File: config.mk
export PLATFORM = sky130hd
export DESIGN_NAME = irq_arbiter
export DESIGN_NICKNAME = d
export VERILOG_FILES = /design/src/rtl/irq_arbiter.sv
export SDC_FILE = /design/constraint.sdc
export NUM_CORES = 1
export LEC_CHECK = 0
export CAP_MARGIN = 20
export CELL_PAD_IN_SITES_DETAIL_PLACEMENT = 0
export CELL_PAD_IN_SITES_GLOBAL_PLACEMENT = 1
export CORE_MARGIN = 3
export CORE_UTILIZATION = 39
export CTS_BUF_LIST = sky130_fd_sc_hd__clkbuf_4 sky130_fd_sc_hd__clkbuf_8
export DETAILED_ROUTE_END_ITERATION = 10
export GPL_ROUTABILITY_DRIVEN = 0
export PLACE_DENSITY_LB_ADDON = 0.1
export SETUP_SLACK_MARGIN = 0.1
export SYNTH_ARGS = -nofsm -noshare
export SYNTH_HDL_FRONTEND = slang
export SYNTH_SLANG_ARGS = --single-unit
File: constraint.sdc
create_clock -name clk -period 4 [get_ports clk]
set_input_delay 1.2 -clock clk [delete_from_list [all_inputs] [get_ports clk]]
set_output_delay 1.2 -clock clk [all_outputs]
set_load 0.01 [all_outputs]
File: src/rtl/irq_arbiter.sv
// Fixed-priority interrupt arbiter: synchronizes raw IRQ lines, latches pending
// events (edge or level per source) and hands the lowest enabled one to the controller.
module irq_arbiter #(
    parameter int N_SRC = 8
) (
    input  logic             clk,
    input  logic             rst_n,
    input  logic [N_SRC-1:0] irq_src_i,
    output logic [7:0]       irq_req_addr_o,
    input  logic             irq_ack_i,
    input  logic             irq_exit_i,
    output logic             in_service_o,
    input  logic             cfg_we_i,
    input  logic [1:0]       cfg_addr_i,
    input  logic [31:0]      cfg_wdata_i,
    output logic [31:0]      cfg_rdata_o
);

    // state | meaning
    // IDLE  | no claim, arbitrate among pending & enabled sources
    // REQ   | cur_id presented to controller, waiting for ack
    // SERVE | handler running, waiting for exit pulse
    typedef enum logic [1:0] {IDLE, REQ, SERVE} state_t;

    localparam int W = (N_SRC < 32) ? N_SRC : 32;

    state_t           state, state_n;
    logic [N_SRC-1:0] sync1, sync2, prev;
    logic [N_SRC-1:0] pending, pending_n, enable, mode;
    logic [N_SRC-1:0] set_evt, eligible, wvec;
    logic [7:0]       cur_id, cur_id_n, win_id;
    logic             any_elig, cur_wbit, ack_clr;
    logic             we_en, we_pend, we_mode;
    logic             unused_wdata;

    assign unused_wdata = ^cfg_wdata_i;

    assign we_en   = cfg_we_i && (cfg_addr_i == 2'd0);
    assign we_pend = cfg_we_i && (cfg_addr_i == 2'd1);
    assign we_mode = cfg_we_i && (cfg_addr_i == 2'd3);

    always_comb begin
        wvec = '0;
        wvec[W-1:0] = cfg_wdata_i[W-1:0];
    end

    always_ff @(posedge clk or negedge rst_n) begin
        if (!rst_n) begin
            sync1 <= '0;
            sync2 <= '0;
            prev  <= '0;
        end else begin
            sync1 <= irq_src_i;
            sync2 <= sync1;
            prev  <= sync2;
        end
    end

    assign set_evt  = (sync2 & ~prev & ~mode) | (sync2 & mode);
    assign eligible = pending & enable;
    assign any_elig = |eligible;

    // Scan downward so the lowest eligible index is the last one assigned.
    always_comb begin
        win_id = '0;
        for (int i = N_SRC - 1; i >= 0; i--) begin
            if (eligible[i]) win_id = 8'(i);
        end
    end

    always_comb begin
        cur_wbit = 1'b0;
        for (int i = 0; i < N_SRC; i++) begin
            if (8'(i) == cur_id) cur_wbit = wvec[i];
        end
    end

    always_comb begin
        state_n  = state;
        cur_id_n = cur_id;
        ack_clr  = 1'b0;
        case (state)
            IDLE: begin
                if (any_elig) begin
                    cur_id_n = win_id;
                    state_n  = REQ;
                end
            end
            REQ: begin
                if (irq_ack_i) begin
                    ack_clr = 1'b1;
                    state_n = SERVE;
                end else if (we_en && !cur_wbit) begin
                    state_n = IDLE;
                end
            end
            SERVE: begin
                if (irq_exit_i) state_n = IDLE;
            end
            default: state_n = IDLE;
        endcase
    end

    // Set events are OR'd in last so they win over any same-cycle clear.
    always_comb begin
        pending_n = pending;
        if (we_pend) pending_n = pending_n & ~wvec;
        if (ack_clr) begin
            for (int i = 0; i < N_SRC; i++) begin
                if (8'(i) == cur_id) pending_n[i] = 1'b0;
            end
        end
        pending_n = pending_n | set_evt;
    end

    always_ff @(posedge clk or negedge rst_n) begin
        if (!rst_n) begin
            state   <= IDLE;
            cur_id  <= '0;
            pending <= '0;
            enable  <= '0;
            mode    <= '0;
        end else begin
            state   <= state_n;
            cur_id  <= cur_id_n;
            pending <= pending_n;
            if (we_en)   enable <= wvec;
            if (we_mode) mode   <= wvec;
        end
    end

    assign irq_req_addr_o = (state == REQ) ? 8'(cur_id + 8'd1) : 8'd0;
    assign in_service_o   = (state == SERVE);

    always_comb begin
        cfg_rdata_o = '0;
        case (cfg_addr_i)
            2'd0: cfg_rdata_o[W-1:0] = enable[W-1:0];
            2'd1: cfg_rdata_o[W-1:0] = pending[W-1:0];
            2'd2: if (state == SERVE) cfg_rdata_o[7:0] = 8'(cur_id + 8'd1);
            default: cfg_rdata_o[W-1:0] = mode[W-1:0];
        endcase
    end

endmodule

Word level (Yosys, flattened, before mapping)
Cells that the tools add are included.
W data, S select, Z words.
- flip-flop bits (word level): 58
- bits of input ports: 47
- output and inout bits: 41
- word-level logic and storage cells: 81
- $add $sub $neg: 1
- eq/ne operators: 15
- muxes and demuxes: 36
- bitwise gates (word level): 10
- reduce and logical (&&, ||, !) cells: 11
- operators by type and width (kind ; number):
    $mux W8 ; 11
    $and A8 B8 Y8 ; 5
    $eq A3 B8 Y1 const A ; 4
    $not A8 Y8 ; 3
    $pmux W8 S3 ; 1
    $mux W1 ; 18
    $eq A2 B8 Y1 const A ; 2
    $or A8 B8 Y8 ; 2
    $add A8 B1 Y8 const B ; 1
    $eq A1 B8 Y1 const A ; 1
    $logic_not A8 Y1 ; 1
    $mux W2 ; 4
    $reduce_or A8 Y1 ; 1
    $eq A2 B2 Y1 const B ; 3
    $pmux W2 S3 ; 1
    $eq A2 B1 Y1 const B ; 2
    $logic_and A1 B1 Y1 ; 4
    $logic_not A2 Y1 ; 2
    $ne A2 B2 Y1 const B ; 2
    $mux W3 ; 1
    $ne A3 B3 Y1 const B ; 1
    $reduce_and A3 Y1 ; 1
    $reduce_and A2 Y1 ; 1
    $logic_not A1 Y1 ; 1

Depth between registers and ports, before layout
Gate-level depths: netlist of the first run.
- depth in word-level cells: 14
- mapped depth: 7
- gate-level depth less buffers: 6

Worst setup path before layout of the first run
Ideal clock, no wire load.
- kind: input-to-output
- start point: input cfg_addr_i[0]
- end point: output cfg_rdata_o[3]
- arrival time: 2.156 ns
- required time: 2.800 ns
- path slack: 0.644 ns
- stages: 5
- cells stage by stage: buf_2 nand4bb_1 or2_1 a21boi_0 a22oi_1
- longest elaborated chain between the ends: 2
- ends and longest elaborated chain (item ; RTL line ; source):
    start, declared ; 14 ; input logic [1:0] cfg_addr_i,
    $eq A2 B2 Y1 (tied with other cells) ; 137 ; case (cfg_addr_i)
    $pmux W8 S3 * ; 137 ;
    end, declared ; 16 ; output logic [31:0] cfg_rdata_o
Mark *: on every way between the ends. The rest lies on a longest branch, timed or not.

Worst setup path after layout of the first run
- start point: input cfg_addr_i[1]
- end point: output cfg_rdata_o[1]
The elaborated chain is that of the path after synthesis.

==> results of run 1 <==
==> path summary, 6_finish.rpt <==
kind,start,endpoint,slack [ns],depth (start not counted)
setup / recovery,cfg_addr_i[1],cfg_rdata_o[1],0.12,7
hold / removal,sync1[2]$_DFF_PN0_,sync2[2]$_DFF_PN0_,0.36,0
setup reg to reg,cur_id[0]$_DFFE_PN0P_,state[0]$_DFFE_PN0P_,2.14,6
hold reg to reg,sync1[2]$_DFF_PN0_,sync2[2]$_DFF_PN0_,0.36,0
max in group asynchronous,rst_n,pending[1]$_DFF_PN0_,2.56,2
min in group asynchronous,rst_n,sync2[7]$_DFF_PN0_,1.00,2
==> synth_stat cells, types with 2 or more instances <==
cell	number	area, µm²
o22a_1	2	17.52
a22oi_1	9	67.56
dfrtp_1	53	1326
ha_1	6	75.07
a22o_1	2	17.52
inv_1	8	30.03
nand2_2	2	12.51
a32o_1	9	90.09
mux2_2	15	168.9
nand3b_1	4	30.03
nand2b_1	12	75.07
buf_2	4	20.02
a2bb2oi_1	2	17.52
nand3_1	5	25.02
mux2i_1	4	40.04
buf_4	28	210.2
nor2_1	10	37.54
a21oi_1	9	45.04
o21ai_0	7	35.03
nand2_1	24	90.09
o22ai_1	2	12.51
buf_6	2	22.52
==> kinds of logic after synthesis <==
family                   share of synthesized area
AO/OA/AOI/OAI                               0.1388
flip-flops                                  0.5108
buffers and inverters                       0.1089
AND/OR/NAND/NOR                             0.1306
multiplexers                               0.08048
adder cells (fa/ha/maj)                    0.02891
other                                     0.001444
==> layer usage <==
layer	vias up	wire length (µm)	share of wire
met1	909	2889	0.49
met5	-	0	0
met3	5	311	0.053
met4	0	61	0.010
met2	59	2623	0.45
li1	876	-	-
==> final cells by class <==
class / count / share of cell area
tap: 77 / 0.03091
clock buffer: 5 / 0.02208
multi-input combinational: 168 / 0.3577
clock inverter: 3 / 0.01485
timing repair buffer: 49 / 0.1393
inverter: 8 / 0.009635
sequential: 53 / 0.4255
==> where the power goes <==
part           switching (W)  internal (W)  leakage (nW)
clock network       0.000181      0.000187        0.0543
logic               0.000277      0.000266         0.693
registers          0.0000992      0.000621         0.608
total               0.000557       0.00107          1.36
==> cell usage in the layout (no fill, tap or decap), types with 3 or more instances in the layout <==
master	n
a21oi_1	9
a22oi_1	9
a32o_1	9
buf_4	14
clkbuf_2	3
clkbuf_8	5
clkdlybuf4s50_1	26
conb_1	28
dfrtp_1	53
dlygate4sd2_1	3
ha_1	6
inv_1	8
mux2_2	15
mux2i_1	4
nand2_1	24
nand2b_1	11
nand3_1	5
nand3b_1	4
nor2_1	9
o21ai_0	7
==> metrics by stage <==
stage          utilization  setup TNS, ns  std cells  cell area, µm²  hold WS (ns)
5_1_grt             0.4880              0        363            3117        0.3649
4_1_cts             0.4857              0        363            3102        0.3589
2_1_floorplan            -              0        263            2698        0.3312
6_report            0.4880              0        363            3117        0.3559
3_5_place_dp        0.4685        -0.9782        355            2992        0.3365
3_3_place_gp        0.4685         -1.018        355            2992        0.3321
==> flip-flops by register name, summed over array words and instances (netlist names) <==
| signal | flops |
|---|---|
| sync2 | 8 |
| cur_id | 3 |
| state | 2 |
| enable | 8 |
| sync1 | 8 |
| mode | 8 |
| pending | 8 |
| prev | 8 |
==> worst register-to-register path, delay by kind of cell, from the launching register on <==
kind,cells,cell delay [ns]
compound gates,3,0.76
flops,1,0.48
simple gates,1,0.13
buf+inv,1,0.12
fa+ha+maj,1,0.30
==> results.toml, run 1 <==
[worst_setup_path]
startpoint_type = "input port"
criticalPathCategory = "in2out"
cpMostUsedCell = "buf_4"
crit_fanout = 5
crit_buf_inv = 4
cp_slowest_stage_delay_ns = 0.52
cp_cell_sequence = "clkdlybuf4s50_1 -> buf_4 -> nor3b_2 -> buf_4 -> nand2_1 -> a22oi_1 -> clkdlybuf4s15_2"
path_delay_family = "buffers and inverters"
cp_slowest_cell = "clkdlybuf4s50_1"
critical_path_required_ns = 2.80
end_kind = "output port"
cp.arrival_ns = 2.68

[finish]
n_fill_cell = 608
final-seq-area_mm2 = 0.001326
area_growth_pct = 20.05
multi_input_area_mm2 = 0.001115
finalNetCount = 338
drive_gt1_frac = 0.1818
antenna_cells = 0

[synth]
synth_edf_count = 0
ys_types = 39
ys.flop_type = "dfrtp_1"
seq_area_frac_synth = 0.5108
synth_area_mm2 = 0.002596
async_reset_ff_frac = 1.000
synth_area_per_cell_um2 = 11.00
synthCells = 236
ys_ff_latch = 53
yosysWarnings = 0

[die]
num_rows = 29
coreArea_mm2 = 0.006386
die_y_um = 87.59
die_area_mm2 = 0.007672
die_x_um = 87.59
ios = 88
start_util = 0.4065

[sta]
finalHoldViolations = 0
skew_ns = 0.009151
relSlewSlack = 0.5559
finalSetupViolCount = 0
tightest_slew_ns = 0.6661
slew_violations = 0
fin_crit_sh = 0.9689
timing.fmax_mhz = 258.0
setup_slack_ns = 0.1246
fin_crit_ns = 3.875
rsz0062_at_grt = "true"

[clock_tree]
insertion_delay_ns = 0.31
tritoncts = "built"
numCtsBuffers = 5
post-cts-setup-buffers = 0
h-tree-depth = 2
ctsResizeCount = 12
clockRootBuffer = "clkbuf_8"
cts.path.max_buffers = 2
clock_sinks = 53
clkTransAtPathRegs_ns = 0.09
ctsHoldBuffers = 0

[flow_run]
drv_cap = 0

[pwr]
vdd_ir_drop_max_uv = 243.4
power.total_w = 0.001631
power.density_mw_per_mm2 = 523.3
p_leak_nw = 1.356

[route]
via_per_inst = 5.094
vias = 1849
drc = 0
routed_wl_um = 5884
first_iter_violations = 103
dr.pass1.iters = 4
wire_per_inst_um = 16.21
postRouteAntennaNets = 0

[grt]
antenna_found_initial = 0
use_met1 = 0.2421
grt_util_met3 = 0.03104
grt.busiest_layer = "met2"
track_usage = 0.1616
grt_overflow = 0
grt_util_met2 = 0.2425
grt_start_max_net_pins = 54
grt_pass1_wl_um = 9439
grt_pass1_vias = 1801

[place]
port_buffers = 35
dpl.hpwl_um = 4361
pre_cts_ws_ns = -0.2330

[status]
outcome = "complete, no violations"

[worst_hold_path]
min_path_type = "reg2reg"
Power figures use the tool's default switching activity.
==> run 2: changes to the inputs <==
--- a/config.mk
+++ b/config.mk
@@ -9,7 +9,7 @@
 export CELL_PAD_IN_SITES_DETAIL_PLACEMENT = 0
 export CELL_PAD_IN_SITES_GLOBAL_PLACEMENT = 1
 export CORE_MARGIN = 3
-export CORE_UTILIZATION = 39
+export CORE_UTILIZATION = 36
 export CTS_BUF_LIST = sky130_fd_sc_hd__clkbuf_4 sky130_fd_sc_hd__clkbuf_8
 export DETAILED_ROUTE_END_ITERATION = 10
 export GPL_ROUTABILITY_DRIVEN = 0
==> constraint.sdc (replaced) <==
create_clock -name clk -period 4.42 [get_ports clk]
set_input_delay 1.326 -clock clk [delete_from_list [all_inputs] [get_ports clk]]
set_output_delay 1.326 -clock clk [all_outputs]
set_load 0.01 [all_outputs]
==> results.toml, run 2 (synthesis gave the netlist of run 1 again) <==
[status]
outcome = "complete, no violations"

[finish]
finalNetCount = 333
stdcell_area_mm2 = 0.003094
final_cell_mix = "dfrtp_1, conb_1, clkdlybuf4s50_1"
drive_gt1_frac = 0.1429
antenna_cells = 0
final_common_cell = "dfrtp_1"
area_growth_pct = 19.18

[die]
ios = 88
die_area_mm2 = 0.008266
coreArea_mm2 = 0.006907
num_rows = 30
start_util = 0.3759
die_x_um = 90.92
die_y_um = 90.92

[pwr]
p_leak_nw = 1.340
power.density_mw_per_mm2 = 458.2
vdd_ir_drop_max_uv = 169.1
power.total_w = 0.001418

[route]
wire_per_inst_um = 15.93
first_iter_violations = 139
vias = 1822
postRouteAntennaNets = 0
drc = 0
via_per_inst = 4.846
dr.pass1.iters = 7
routed_wl_um = 5991

[worst_setup_path]
rr_endpoint = "state[0]$_DFFE_PN0P_"
path_delay_family = "buffers and inverters"
r2r.worst_path.cells = 6
end_kind = "output port"
critical_path_required_ns = 3.09
cp_slowest_cell = "clkdlybuf4s50_1"
cp_slowest_stage_delay_ns = 0.46
cp.arrival_ns = 2.88
crit_fanout = 2
cp_cell_sequence = "clkdlybuf4s50_1 -> nand4bb_4 -> or2_1 -> a21boi_0 -> a22oi_1 -> dlygate4sd2_1"
crit_buf_inv = 2
rr_startpoint = "cur_id[0]$_DFFE_PN0P_"
startpoint_type = "input port"
reg2reg_slack_ns = 2.48
criticalPathCategory = "in2out"

[worst_hold_path]
hold_end = "sync2[5]$_DFF_PN0_"
hp-start = "sync1[5]$_DFF_PN0_"
worstHoldPathCells = 0
min_path_type = "reg2reg"

[sta]
tightest_slew_ns = 0.8085
fin_crit_ns = 4.204
rsz0062_at_grt = "false"
fin_crit_sh = 0.9511
timing.fmax_mhz = 237.9
finalSetupViolCount = 0
slew_violations = 0
relSlewSlack = 0.4610
finalHoldViolations = 0
skew_ns = 0.007566
hold-worst-slack_ns = 0.3531

[clock_tree]
numCtsBuffers = 5
insertion_delay_ns = 0.31
post-cts-setup-buffers = 0
tritoncts = "built"
clkTransAtPathRegs_ns = 0.09
clockRootBuffer = "clkbuf_8"
cts.path.max_buffers = 2
clock_sinks = 53
h-tree-depth = 2

[grt]
grt_pass1_vias = 1827
grt_start_max_net_pins = 37
grt_overflow = 0
antenna_found_initial = 0
track_usage = 0.1519
grt_pass1_wl_um = 9791

[place]
place_area_mm2 = 0.002978
dpl.hpwl_um = 4334
port_buffers = 35

[flow_run]
drv_cap = 0
## run 2: changes by cell type in the layout (fill, tap and decap cells not counted), sizes merged
cell	previous run	this run
clkinv	1	0
dlygate4sd2	3	8
buf	15	10
clkbuf	8	7
bufinv	1	0
clkdlybuf4s15	2	0
clkinvlp	1	0
## run 2: worst register-to-register path, cell delays in order (launching register included)
cell       delay (ns)
dfrtp_1          0.48
inv_1            0.12
ha_1             0.30
a21oi_1          0.08
a2111oi_0        0.59
nor4_1           0.12
o21ai_1          0.16
## run 2: worst max path at each step
| stage | start | endpoint | depth (start not counted) | slack, ns |
|---|---|---|---|---|
| after CTS | cfg_addr_i[0] | cfg_rdata_o[3] | 6 | 0.16 |
| after global placement | cfg_addr_i[1] | cfg_rdata_o[0] | 6 | -0.10 |
| after floorplan | cfg_addr_i[0] | cfg_rdata_o[3] | 5 | 0.81 |
| after global routing | cfg_addr_i[0] | cfg_rdata_o[3] | 6 | 0.11 |
| final | cfg_addr_i[0] | cfg_rdata_o[3] | 6 | 0.22 |
| after detailed placement | cfg_addr_i[1] | cfg_rdata_o[0] | 6 | -0.1 |
## run 2: where the power goes
group / total (W) / internal (W) / switching, W
combinational: 0.000478 / 0.000233 / 0.000245
sequential: 0.000657 / 0.000562 / 0.0000957
clock: 0.000283 / 0.000131 / 0.000152
## run 2: what timing repair did
item	CTS	global route
setup endpoints to repair	8	1
resized for setup	13	1
hold buffers	0	0
## run 2: layout make-up
class	instances	area, µm²
Timing Repair Buffer	44	410.4
Sequential cell	53	1326
Fill cell	679	3812
Multi-Input combinational cell	168	1117
Inverter	8	30.03
Tap cell	96	120.1
Clock buffer	7	90.09
## run 2: layer usage
layer,routed length (µm),track usage,vias to the layer above
li1,-,-,865
met1,2952,0.2193,888
met3,344,0.03583,6
met4,70,0.05151,0
met2,2623,0.2226,63
met5,0,0,-
## run 2: per-stage QoR
stage | setup TNS (ns) | std cells | worst slack (ns) | utilization
floorplan | 0 | 263 | 0.8125 | -
global placement | -0.3668 | 369 | -0.1009 | 0.4312
detailed placement | -0.2893 | 369 | -0.09753 | 0.4312
CTS | 0 | 376 | 0.1580 | 0.4457
global route | 0 | 376 | 0.1070 | 0.4480
finish | 0 | 376 | 0.2162 | 0.4480
==> run 3: changes to the inputs <==
--- a/config.mk
+++ b/config.mk
@@ -8,6 +8,7 @@
 export CAP_MARGIN = 20
 export CELL_PAD_IN_SITES_DETAIL_PLACEMENT = 0
 export CELL_PAD_IN_SITES_GLOBAL_PLACEMENT = 1
+export CORE_ASPECT_RATIO = 2
 export CORE_MARGIN = 3
 export CORE_UTILIZATION = 36
 export CTS_BUF_LIST = sky130_fd_sc_hd__clkbuf_4 sky130_fd_sc_hd__clkbuf_8
==> results.toml, run 3 (synthesis gave the netlist of run 1 again) <==
[status]
outcome = "complete, no violations"

[sta]
rsz0062_at_grt = "false"
slew_violations = 0
finalHoldViolations = 0
fin_crit_ns = 4.141
relSlewSlack = 0.6139
finalSetupViolCount = 0
tightest_slew_ns = 0.5792
fin_crit_sh = 0.9369
skew_ns = 0.008851
timing.fmax_mhz = 241.5

[clock_tree]
clock_sinks = 53
tritoncts = "built"
cts.path.max_buffers = 2
ctsHoldBuffers = 0
clockRootBuffer = "clkbuf_8"
clkTransAtPathRegs_ns = 0.09
h-tree-depth = 2
numCtsBuffers = 5
insertion_delay_ns = 0.31
post-cts-setup-buffers = 0
ctsResizeCount = 10

[finish]
antenna_cells = 0
drive_gt1_frac = 0.1514
instances_no_fill = 374
stdcell_area_mm2 = 0.003080
final_common_cell = "dfrtp_1"
finalNetCount = 336
final_cell_mix = "dfrtp_1, conb_1, clkdlybuf4s50_1"
area_growth_pct = 18.65

[die]
start_util = 0.3712
die_area_mm2 = 0.008329
num_rows = 43
coreArea_mm2 = 0.006994
ios = 88
die_x_um = 66.05
die_y_um = 126.1

[pwr]
p_leak_nw = 1.343
power.total_w = 0.001411
power.density_mw_per_mm2 = 458.1
vdd_ir_drop_max_uv = 313.0

[place]
placedCellCount = 366
port_buffers = 35
place_area_mm2 = 0.002993
dpl.hpwl_um = 4766

[route]
vias = 1856
drc = 0
wire_per_inst_um = 16.61
postRouteAntennaNets = 0
first_iter_violations = 150
routed_wl_um = 6214
via_per_inst = 4.963
dr.pass1.iters = 4

[worst_setup_path]
rr_startpoint = "cur_id[1]$_DFFE_PN0P_"
crit_start = "cfg_addr_i[0]"
critical_path_required_ns = 3.09
startpoint_type = "input port"
cp.arrival_ns = 2.82
end_kind = "output port"
criticalPathCategory = "in2out"
crit_fanout = 2

[grt]
use_met1 = 0.1874
grt_pass1_wl_um = 9977
grt_overflow = 0
grt_start_max_net_pins = 30
track_usage = 0.1634
grt_util_met3 = 0.02944
antenna_found_initial = 0
grt.busiest_layer = "met2"
grt_pass1_vias = 1844
grt_util_met2 = 0.2911

[flow_run]
drv_cap = 0

[worst_hold_path]
hp-start = "sync1[1]$_DFF_PN0_"
min_path_type = "reg2reg"
run 3: area by class of cell:
class                   count  area (µm²)
repair buffers             47       425.4
well taps                  90       112.6
flip-flops and latches     53        1326
clock buffers               6       76.32
multi-input cells         168        1096
clock inverters             2       13.76
inverters                   8       30.03
fillers                   708        3914
run 3: worst max-delay path, cell delays in order:
cell             delay, ns
clkdlybuf4s50_1       0.42
nand4bb_1             0.23
or2_1                 0.27
a21boi_0              0.13
a22oi_1               0.14
dlygate4sd2_1         0.29
run 3: worst paths after layout:
kind / endpoint / slack, ns / cells past startpoint
min: sync2[1]$_DFF_PN0_ / 0.36 / 0
max: cfg_rdata_o[3] / 0.28 / 6
max reg2reg: state[0]$_DFFE_PN0P_ / 2.54 / 6
max in group asynchronous: mode[3]$_DFFE_PN0P_ / 2.63 / 2
min in group asynchronous: state[1]$_DFFE_PN0P_ / 0.99 / 1
min reg2reg: sync2[1]$_DFF_PN0_ / 0.36 / 0
run 3: routing by layer:
| layer | part of all wire | up-vias |
|---|---|---|
| met5 | 0 | - |
| met4 | 0.027 | 0 |
| met3 | 0.060 | 7 |
| met2 | 0.56 | 81 |
| met1 | 0.35 | 902 |
| li1 | - | 866 |
run 3: where the power goes:
part	switching, W	total (W)	internal (W)
Sequential	0.0000979	0.000660	0.000562
Combinational	0.000243	0.000473	0.000230
Clock	0.000159	0.000279	0.000119
run 3: through the flow:
stage	TNS (ns)	utilization	hold WS [ns]	worst slack, ns
after floorplan	0	-	0.3312	0.8125
after global routing	0	0.4404	0.3717	0.1188
after CTS	0	0.4404	0.3621	0.2485
final	0	0.4404	0.3575	0.2790
after detailed placement	-0.02724	0.4279	0.3404	-0.02724
after global placement	-0.04239	0.4279	0.3325	-0.03464
